===== config.mk =====
export PLATFORM = sky130hd
export DESIGN_NAME = tbird_sequencer_flat
export DESIGN_NICKNAME = d
export VERILOG_FILES = /design/src/rtl/tbird_pkg.sv /design/src/rtl/tbird_if.sv /design/src/rtl/tbird_tick_gen.sv /design/src/rtl/tbird_sequencer.sv /design/src/flat_wrapper.sv
export SDC_FILE = /design/constraint.sdc
export NUM_CORES = 1
export LEC_CHECK = 0
export CAP_MARGIN = 20
export CORE_MARGIN = 2
export CORE_UTILIZATION = 30
export CTS_BUF_LIST = sky130_fd_sc_hd__clkbuf_4
export DETAILED_ROUTE_END_ITERATION = 8
export DONT_BUFFER_PORTS = 1
export PLACE_DENSITY = 0.53
export SETUP_SLACK_MARGIN = 0.2
export SYNTH_ARGS = -nofsm -noshare
export SYNTH_HDL_FRONTEND = slang
export SYNTH_SLANG_ARGS = --single-unit

===== constraint.sdc =====
create_clock -name clk -period 6.2 [get_ports clk]
set_clock_uncertainty 0.15 [all_clocks]
set_input_delay 1.24 -clock clk [delete_from_list [all_inputs] [get_ports clk]]
set_output_delay 1.24 -clock clk [all_outputs]
set_load 0.01 [all_outputs]

===== src/rtl/tbird_pkg.sv =====
// T-Bird tail-light sequencer shared types.
// Mode encoding doubles as the {s1,s0} pair.
package tbird_pkg;

    typedef enum logic [1:0] {
        MODE_IDLE  = 2'b00,
        MODE_RIGHT = 2'b01,
        MODE_LEFT  = 2'b10,
        MODE_ERR   = 2'b11
    } mode_t;

    localparam int PHASE_W = 2;
    typedef logic [PHASE_W-1:0] phase_t;

    localparam phase_t PH_0 = 2'd0;
    localparam phase_t PH_1 = 2'd1;
    localparam phase_t PH_2 = 2'd2;
    localparam phase_t PH_3 = 2'd3;

    localparam logic [1:0] BRAKE_CODE = 2'b11;

    function automatic logic is_run(mode_t m);
        return (m == MODE_LEFT) || (m == MODE_RIGHT);
    endfunction

endpackage


===== src/rtl/tbird_if.sv =====
// Switch inputs and lamp-decoder outputs of the sequencer.
// The sequencer is the slave; the switch/decoder side is the master.
interface tbird_if;
    logic       sw_left;
    logic       sw_right;
    logic       sw_brake;
    logic       s1;
    logic       s0;
    logic [3:0] a;
    logic       step;

    modport master (
        output sw_left, sw_right, sw_brake,
        input  s1, s0, a, step
    );

    modport slave (
        input  sw_left, sw_right, sw_brake,
        output s1, s0, a, step
    );
endinterface


===== src/rtl/tbird_tick_gen.sv =====
// Free-running animation tick divider.
// tick is high while the count sits at TICK_DIV-1.
module tbird_tick_gen #(
    parameter int TICK_DIV = 12500000
) (
    input  logic clk,
    input  logic reset_n,
    input  logic clear,
    output logic tick
);

    localparam int CW = (TICK_DIV > 1) ? $clog2(TICK_DIV) : 1;
    localparam logic [CW-1:0] LAST = CW'(TICK_DIV - 1);

    logic [CW-1:0] cnt;

    assign tick = (cnt == LAST);

    always_ff @(posedge clk or negedge reset_n) begin
        if (!reset_n) begin
            cnt <= '0;
        end else if (clear || tick) begin
            cnt <= '0;
        end else begin
            cnt <= cnt + CW'(1);
        end
    end

endmodule


===== src/rtl/tbird_sequencer.sv =====
// T-Bird mode FSM: synchronizes switches, steps the
// animation phase and registers {s1,s0} and a[3:0].
module tbird_sequencer
    import tbird_pkg::*;
#(
    parameter int TICK_DIV    = 12500000,
    parameter int SYNC_STAGES = 2
) (
    input logic   clk,
    input logic   reset_n,
    tbird_if.slave bus
);

    logic [2:0] sw_raw;
    logic [2:0] sw_sync;

    assign sw_raw = {bus.sw_left, bus.sw_right, bus.sw_brake};

    for (genvar g = 0; g < SYNC_STAGES; g++) begin : g_sync
        logic [2:0] d;
        logic [2:0] q;
        if (g == 0) begin : g_in
            assign d = sw_raw;
        end else begin : g_chain
            assign d = g_sync[g-1].q;
        end
        always_ff @(posedge clk or negedge reset_n) begin
            if (!reset_n) q <= '0;
            else          q <= d;
        end
    end

    assign sw_sync = g_sync[SYNC_STAGES-1].q;

    mode_t      mode_q;
    mode_t      mode_d;
    phase_t     phase_q;
    phase_t     phase_d;
    logic [1:0] brk;
    logic [3:0] a_q;
    logic       step_q;
    logic       chg;
    logic       tick;
    logic       adv;

    assign mode_d = mode_t'(sw_sync[2:1]);
    assign chg    = (mode_d != mode_q);
    // A mode change wins over a coincident tick.
    assign adv    = !chg && tick && is_run(mode_q);
    assign brk    = (sw_sync[0] && mode_d != MODE_ERR) ? BRAKE_CODE : 2'b00;

    always_comb begin
        phase_d = phase_q;
        if (chg)      phase_d = PH_0;
        else if (adv) phase_d = phase_q + PH_1;
    end

    tbird_tick_gen #(
        .TICK_DIV (TICK_DIV)
    ) u_tick (
        .clk     (clk),
        .reset_n (reset_n),
        .clear   (chg),
        .tick    (tick)
    );

    always_ff @(posedge clk or negedge reset_n) begin
        if (!reset_n) begin
            mode_q  <= MODE_IDLE;
            phase_q <= PH_0;
            a_q     <= 4'b0000;
            step_q  <= 1'b0;
        end else begin
            mode_q  <= mode_d;
            phase_q <= phase_d;
            step_q  <= adv;
            a_q     <= {brk, is_run(mode_d) ? phase_d : PH_0};
        end
    end

    assign bus.s1   = mode_q[1];
    assign bus.s0   = mode_q[0];
    assign bus.a    = a_q;
    assign bus.step = step_q;

endmodule


===== src/flat_wrapper.sv =====
// flat-port wrapper written by rule: the top's interface ports become plain ports
module tbird_sequencer_flat import tbird_pkg::*;
#(
    parameter int TICK_DIV    = 12500000,
    parameter int SYNC_STAGES = 2
)
  (clk, reset_n, bus_sw_left, bus_sw_right, bus_sw_brake, bus_s1, bus_s0, bus_a, bus_step);
  tbird_if bus_i ();
  input logic clk;
  input logic reset_n;
  input wire logic [$bits(bus_i.sw_left)-1:0] bus_sw_left;
  input wire logic [$bits(bus_i.sw_right)-1:0] bus_sw_right;
  input wire logic [$bits(bus_i.sw_brake)-1:0] bus_sw_brake;
  output wire logic [$bits(bus_i.s1)-1:0] bus_s1;
  output wire logic [$bits(bus_i.s0)-1:0] bus_s0;
  output wire logic [$bits(bus_i.a)-1:0] bus_a;
  output wire logic [$bits(bus_i.step)-1:0] bus_step;
  assign bus_i.sw_left = bus_sw_left;
  assign bus_i.sw_right = bus_sw_right;
  assign bus_i.sw_brake = bus_sw_brake;
  assign bus_s1 = bus_i.s1;
  assign bus_s0 = bus_i.s0;
  assign bus_a = bus_i.a;
  assign bus_step = bus_i.step;
  tbird_sequencer #(.TICK_DIV(TICK_DIV), .SYNC_STAGES(SYNC_STAGES)) u_core (.clk(clk), .reset_n(reset_n), .bus(bus_i));
endmodule

Word-level counts from Yosys, hierarchy flattened
Cells that the tools add are included.
- register bits after elaboration: 39
- latch bits: 0
- RAM bits: 0
- ROM bits: 0
- input bits: 5
- output and inout port bits: 7
- logic and storage cells: 28
- memories: 0
- $add $sub $neg: 2
- multiply operators: 0
- div/mod/pow operators: 0
- magnitude comparators: 0
- equal/unequal tests: 7
- shifts and indexed selects: 0
- multiplexer cells: 5
- bitwise logic cells: 0
- reductions and logical operators: 7
- operators by type and width (cell ; count):
    $add 24x1->24 const B ; 1
    $eq 24x24->1 const B ; 1
    $mux 24 ; 1
    $mux 2 ; 4
    $eq 2x1->1 const B ; 2
    $eq 2x2->1 const B ; 2
    $logic_and 1x1->1 ; 3
    $logic_or 1x1->1 ; 3
    $add 2x1->2 const B ; 1
    $ne 2x2->1 ; 1
    $ne 2x2->1 const B ; 1
    $logic_not 1->1 ; 1

Longest topological paths before layout
- depth in word-level cells: 7
- gate-level depth with buffers: 6
- mapped depth without buffers: 5

Cells and area by module
Synthesis repeated with hierarchy kept, for this count alone.
- cell total of the unflattened synthesis: 175
- area, all modules: 1846.8 sq um
- modules (own cells, without submodules) (module ; times used ; cells each ; area an instance (sq um) ; sequential area each (sq um)):
    tbird_tick_gen ; 1 ; 137 ; 1308.8 ; 600.6
    tbird_sequencer ; 1 ; 38 ; 538.0 ; 350.3

Worst setup path before layout
Ideal clock, no wire load.
- path type: register to register
- start point: register u_core.u_tick.cnt[0]
- end point: register u_core.u_tick.cnt[22]
- library setup time: 78 ps
- arrival time: 1882 ps
- required time: 5972 ps
- path slack: 4090 ps
- cell stages (with the launch flop): 6
- path buffers: 0
- clock period less this slack: 2110 ps
- cells stage by stage: dfrtp_1 -> ha_1 -> nand4_1 -> or4_1 -> or4_1 -> a21oi_1
- cells in the longest elaborated chain, start to end: 3
- elaborated cells between the ends (all ways): 4
- classes of those cells: add/sub: 1; eq/ne: 1; mux: 1; reduce/logical: 1
- RTL lines (what ; line ; RTL):
    start: declaration ; tbird_tick_gen.sv:15 ; logic [CW-1:0] cnt;
    start signal: assignment ; tbird_tick_gen.sv:25 ; cnt <= cnt + CW'(1);
    parallel branches: the longest is 2 deep, another holds $add 24x1->24 ; n/a ;
    $mux 24 * ; tbird_tick_gen.sv:22 ; end else if (clear || tick) begin
Every way passes the cells marked *.

Worst setup path in the final report
Ends and elaborated chain as after synthesis.

==> results.md <==
* Status: completed
* RSZ-0062 raised after global routing: no
* Library cells used by synthesis at 31
* Multi-input gate area at 744 um^2
* Clk_lat worst skew at 0.35 ns
* Crit Path Max Fanout at 7
* Worst Setup End Kind: flop
* Critical-path cell list: ha_1, nand4_1, or4_1, or4_1, a21oi_1
* Leading area contributor after synthesis: dfrtp_1
* Static leakage at 0.715 nW
* R2r setup slk at 3.90 ns
* Hold_sp: u_core.g_sync[0].q[1]
* Hold path cells at 0
* Final nets at 178
* WP data arrival at 2.44 ns
* Antenna violations before repair at 0
* Top Ports at 12
* Worst vdd ir at 90.2 uV
* Most frequent cells after synthesis: 38 x dfrtp_1, 18 x nor2_1, 11 x a21oi_1, 11 x nand2_1, 10 x nand3_1
* GP Congestion at 0.737
* Rows at 27
* CP delay by family, top: simple AND/OR/NAND/NOR gates
* Synthesized instance count at 167
* Fmax at 435 MHz
* Diode count at 0
* Slew @ Worst Pin at 0.581 ns
* Netlist Area Pre-Place at 0.00173 mm^2
* Most frequent cell after synthesis: dfrtp_1
* Vias in the first global route at 1187
* Wire per inst at 12.4 um
* Sink of the worst hold path: u_core.g_sync[1].q[1]
* CTS H-Tree Depth at 2
* CTS Buffer Depth at 2
* Worst r2r dst: u_core.u_tick.cnt[22]
* Non-filler cells, final at 244
* Relative slew slack at 0.607
* Most Frequent Cell on Critical Path: or4_1
* Yosys reg bits at 38
* Post-DP HPWL at 2100 um
* Hold WS at 0.196 ns
* Final period util at 0.371
* WP data required at 6.34 ns
* Setup Fix Bufs, Post-CTS at 0
* Area post-placement at 0.00181 mm^2
* Layout area overhead at 10.3%
* Mean Syn Cell Area at 10.4 um^2
* Register area at 951 um^2
* Startpoint types: flop
* Syn Nets at 174
* Slowest cell on crit path: or4_1
* YS warnings at 0
* Critical path class: flop to flop
* WP depth at 5
* Largest net degree at the start of global routing at 39
* FF-to-FF path depth at 5
* Setup-failing EPs final at 0
* Final Critical Period at 2.30 ns
* Hold Path Class: flop to flop
* Core area at 0.00554 mm^2
* Clock sink count at 38
* Asr flop ratio synth at 1.00
* Top FF cell, synth: dfrtp_1
* I/O Buffers at 0
* Remaining global-route overflow at 0
* Initial Utilization at 0.312
* Placed cell count at 236
* Total Routing Usage GR at 0.110
* Max Slew Vio Count at 0
* Buffers & Inverters on Critical Path at 0
* Yosys top cell area share at 0.550
* CP max stage delay at 0.66 ns
* Final Hold Vio Count at 0
* First-pass GRT wire length at 5450 um
* Root buffer cell: clkbuf_4
* Design Power at 0.477 mW
* Die Y at 79.9 um
* Max Cap Viol at 0
* Drt first pass iters at 4
* Final Cell Area at 0.00191 mm^2
* 1st-iter DRT viols at 81
* Reg2reg start: u_core.u_tick.cnt[0]
* TritonCTS buffer count at 5
* Fillers at 571
* Post-route DRC at 0
* Number of enable flip-flop cells after synthesis at 0
* Clk slew on worst S/H paths at 0.12 ns
* Die area at 0.00639 mm^2
* Post_cts resized at 0
* Setup TNS Final at 0 ns
* CTS Hold Bufs at 0
* Routed WL at 3030 um
* DR vias at 1221
* TritonCTS clock tree: yes
* Final Worst Setup Slack at 3.90 ns
* Antenna Nets Post-Route at 0
* Area contributors post-synth: dfrtp_1 55%, xnor2_1 4.0%, nor2_1 3.9%
* Final core utilization at 0.345
* Die Wd at 79.9 um
* Via density per instance at 5.00
* Setup WS pre-CTS at 3.94 ns
* Share of cells above drive strength 1 at 0.0581
* Power Dens Cells at 250 mW/mm^2
* Post-synthesis sequential area ratio at 0.550
## worst reg2reg max path: cells and delay by family (launching register included)
family          cells  cell delay, ns
flops               1            0.42
fa+ha+maj           1            0.24
compound gates      1            0.15
simple gates        3            1.29
## worst max path at each step
stage                         start                     to  slack, ns
4_1_cts        u_core.u_tick.cnt[0]  u_core.u_tick.cnt[22]       3.92
5_1_grt        u_core.u_tick.cnt[0]      u_core.phase_q[1]       3.73
3_5_place_dp   u_core.u_tick.cnt[0]  u_core.u_tick.cnt[22]       3.94
3_3_place_gp   u_core.u_tick.cnt[0]  u_core.u_tick.cnt[22]       3.99
6_report       u_core.u_tick.cnt[0]  u_core.u_tick.cnt[22]       3.90
2_1_floorplan  u_core.u_tick.cnt[0]  u_core.u_tick.cnt[22]       4.09
## routing by layer
metal | track usage | vias to the layer above | wire length (um)
met2 | 0.165 | 15 | 1390
met3 | 0.0339 | 6 | 87
met1 | 0.141 | 587 | 1470
li1 | - | 613 | -
met4 | 0.0610 | 0 | 80
met5 | 0 | - | 0
## cell families (layout without fill, tap and decap cells)
group / after synthesis / in the layout / share of synthesized area
compound gates: 24 / 24 / 0.0752
xor+xnor: 14 / 14 / 0.0709
fa+ha+maj: 2 / 2 / 0.0145
buf+inv: 8 / 13 / 0.0202
flops: 38 / 38 / 0.550
mux: 2 / 2 / 0.0116
simple gates: 79 / 79 / 0.258
## placed cells by master (no fill, tap or decap), drive strengths merged, types with 4 or more instances in the layout
cell and count:
dfrtp 38, nor2 18, nand2 11, a21oi 11
nand3 11, or3 9, o21ai 9, xnor2 8
or4 7, xor2 6, nand4 6, clkbuf 5
inv 4
## layout make-up
| cell class | instances | area share |
|---|---|---|
| clock buffers | 5 | 0.0197 |
| repair buffers | 1 | 0.00393 |
| inverters | 4 | 0.00786 |
| clock inverters | 3 | 0.0334 |
| well taps | 72 | 0.0472 |
| multi-input cells | 121 | 0.390 |
| flip-flops and latches | 38 | 0.498 |
## sequential cells by signal, summed over array words and instances (netlist names)
name / cells
u_core.mode_q: 2
u_core.phase_q: 2
u_core.bus.a: 3
u_core.g_sync.q: 6
u_core.u_tick.cnt: 24
u_core.bus.step: 1
## power breakdown
group	total (mW)	internal (mW)	switching [mW]
Combinational	0.0136	0.00460	0.00895
Clock	0.207	0.124	0.0828
Sequential	0.256	0.252	0.00442
Total	0.477	0.381	0.0962
Note: power is estimated with default switching activity, not from simulation.
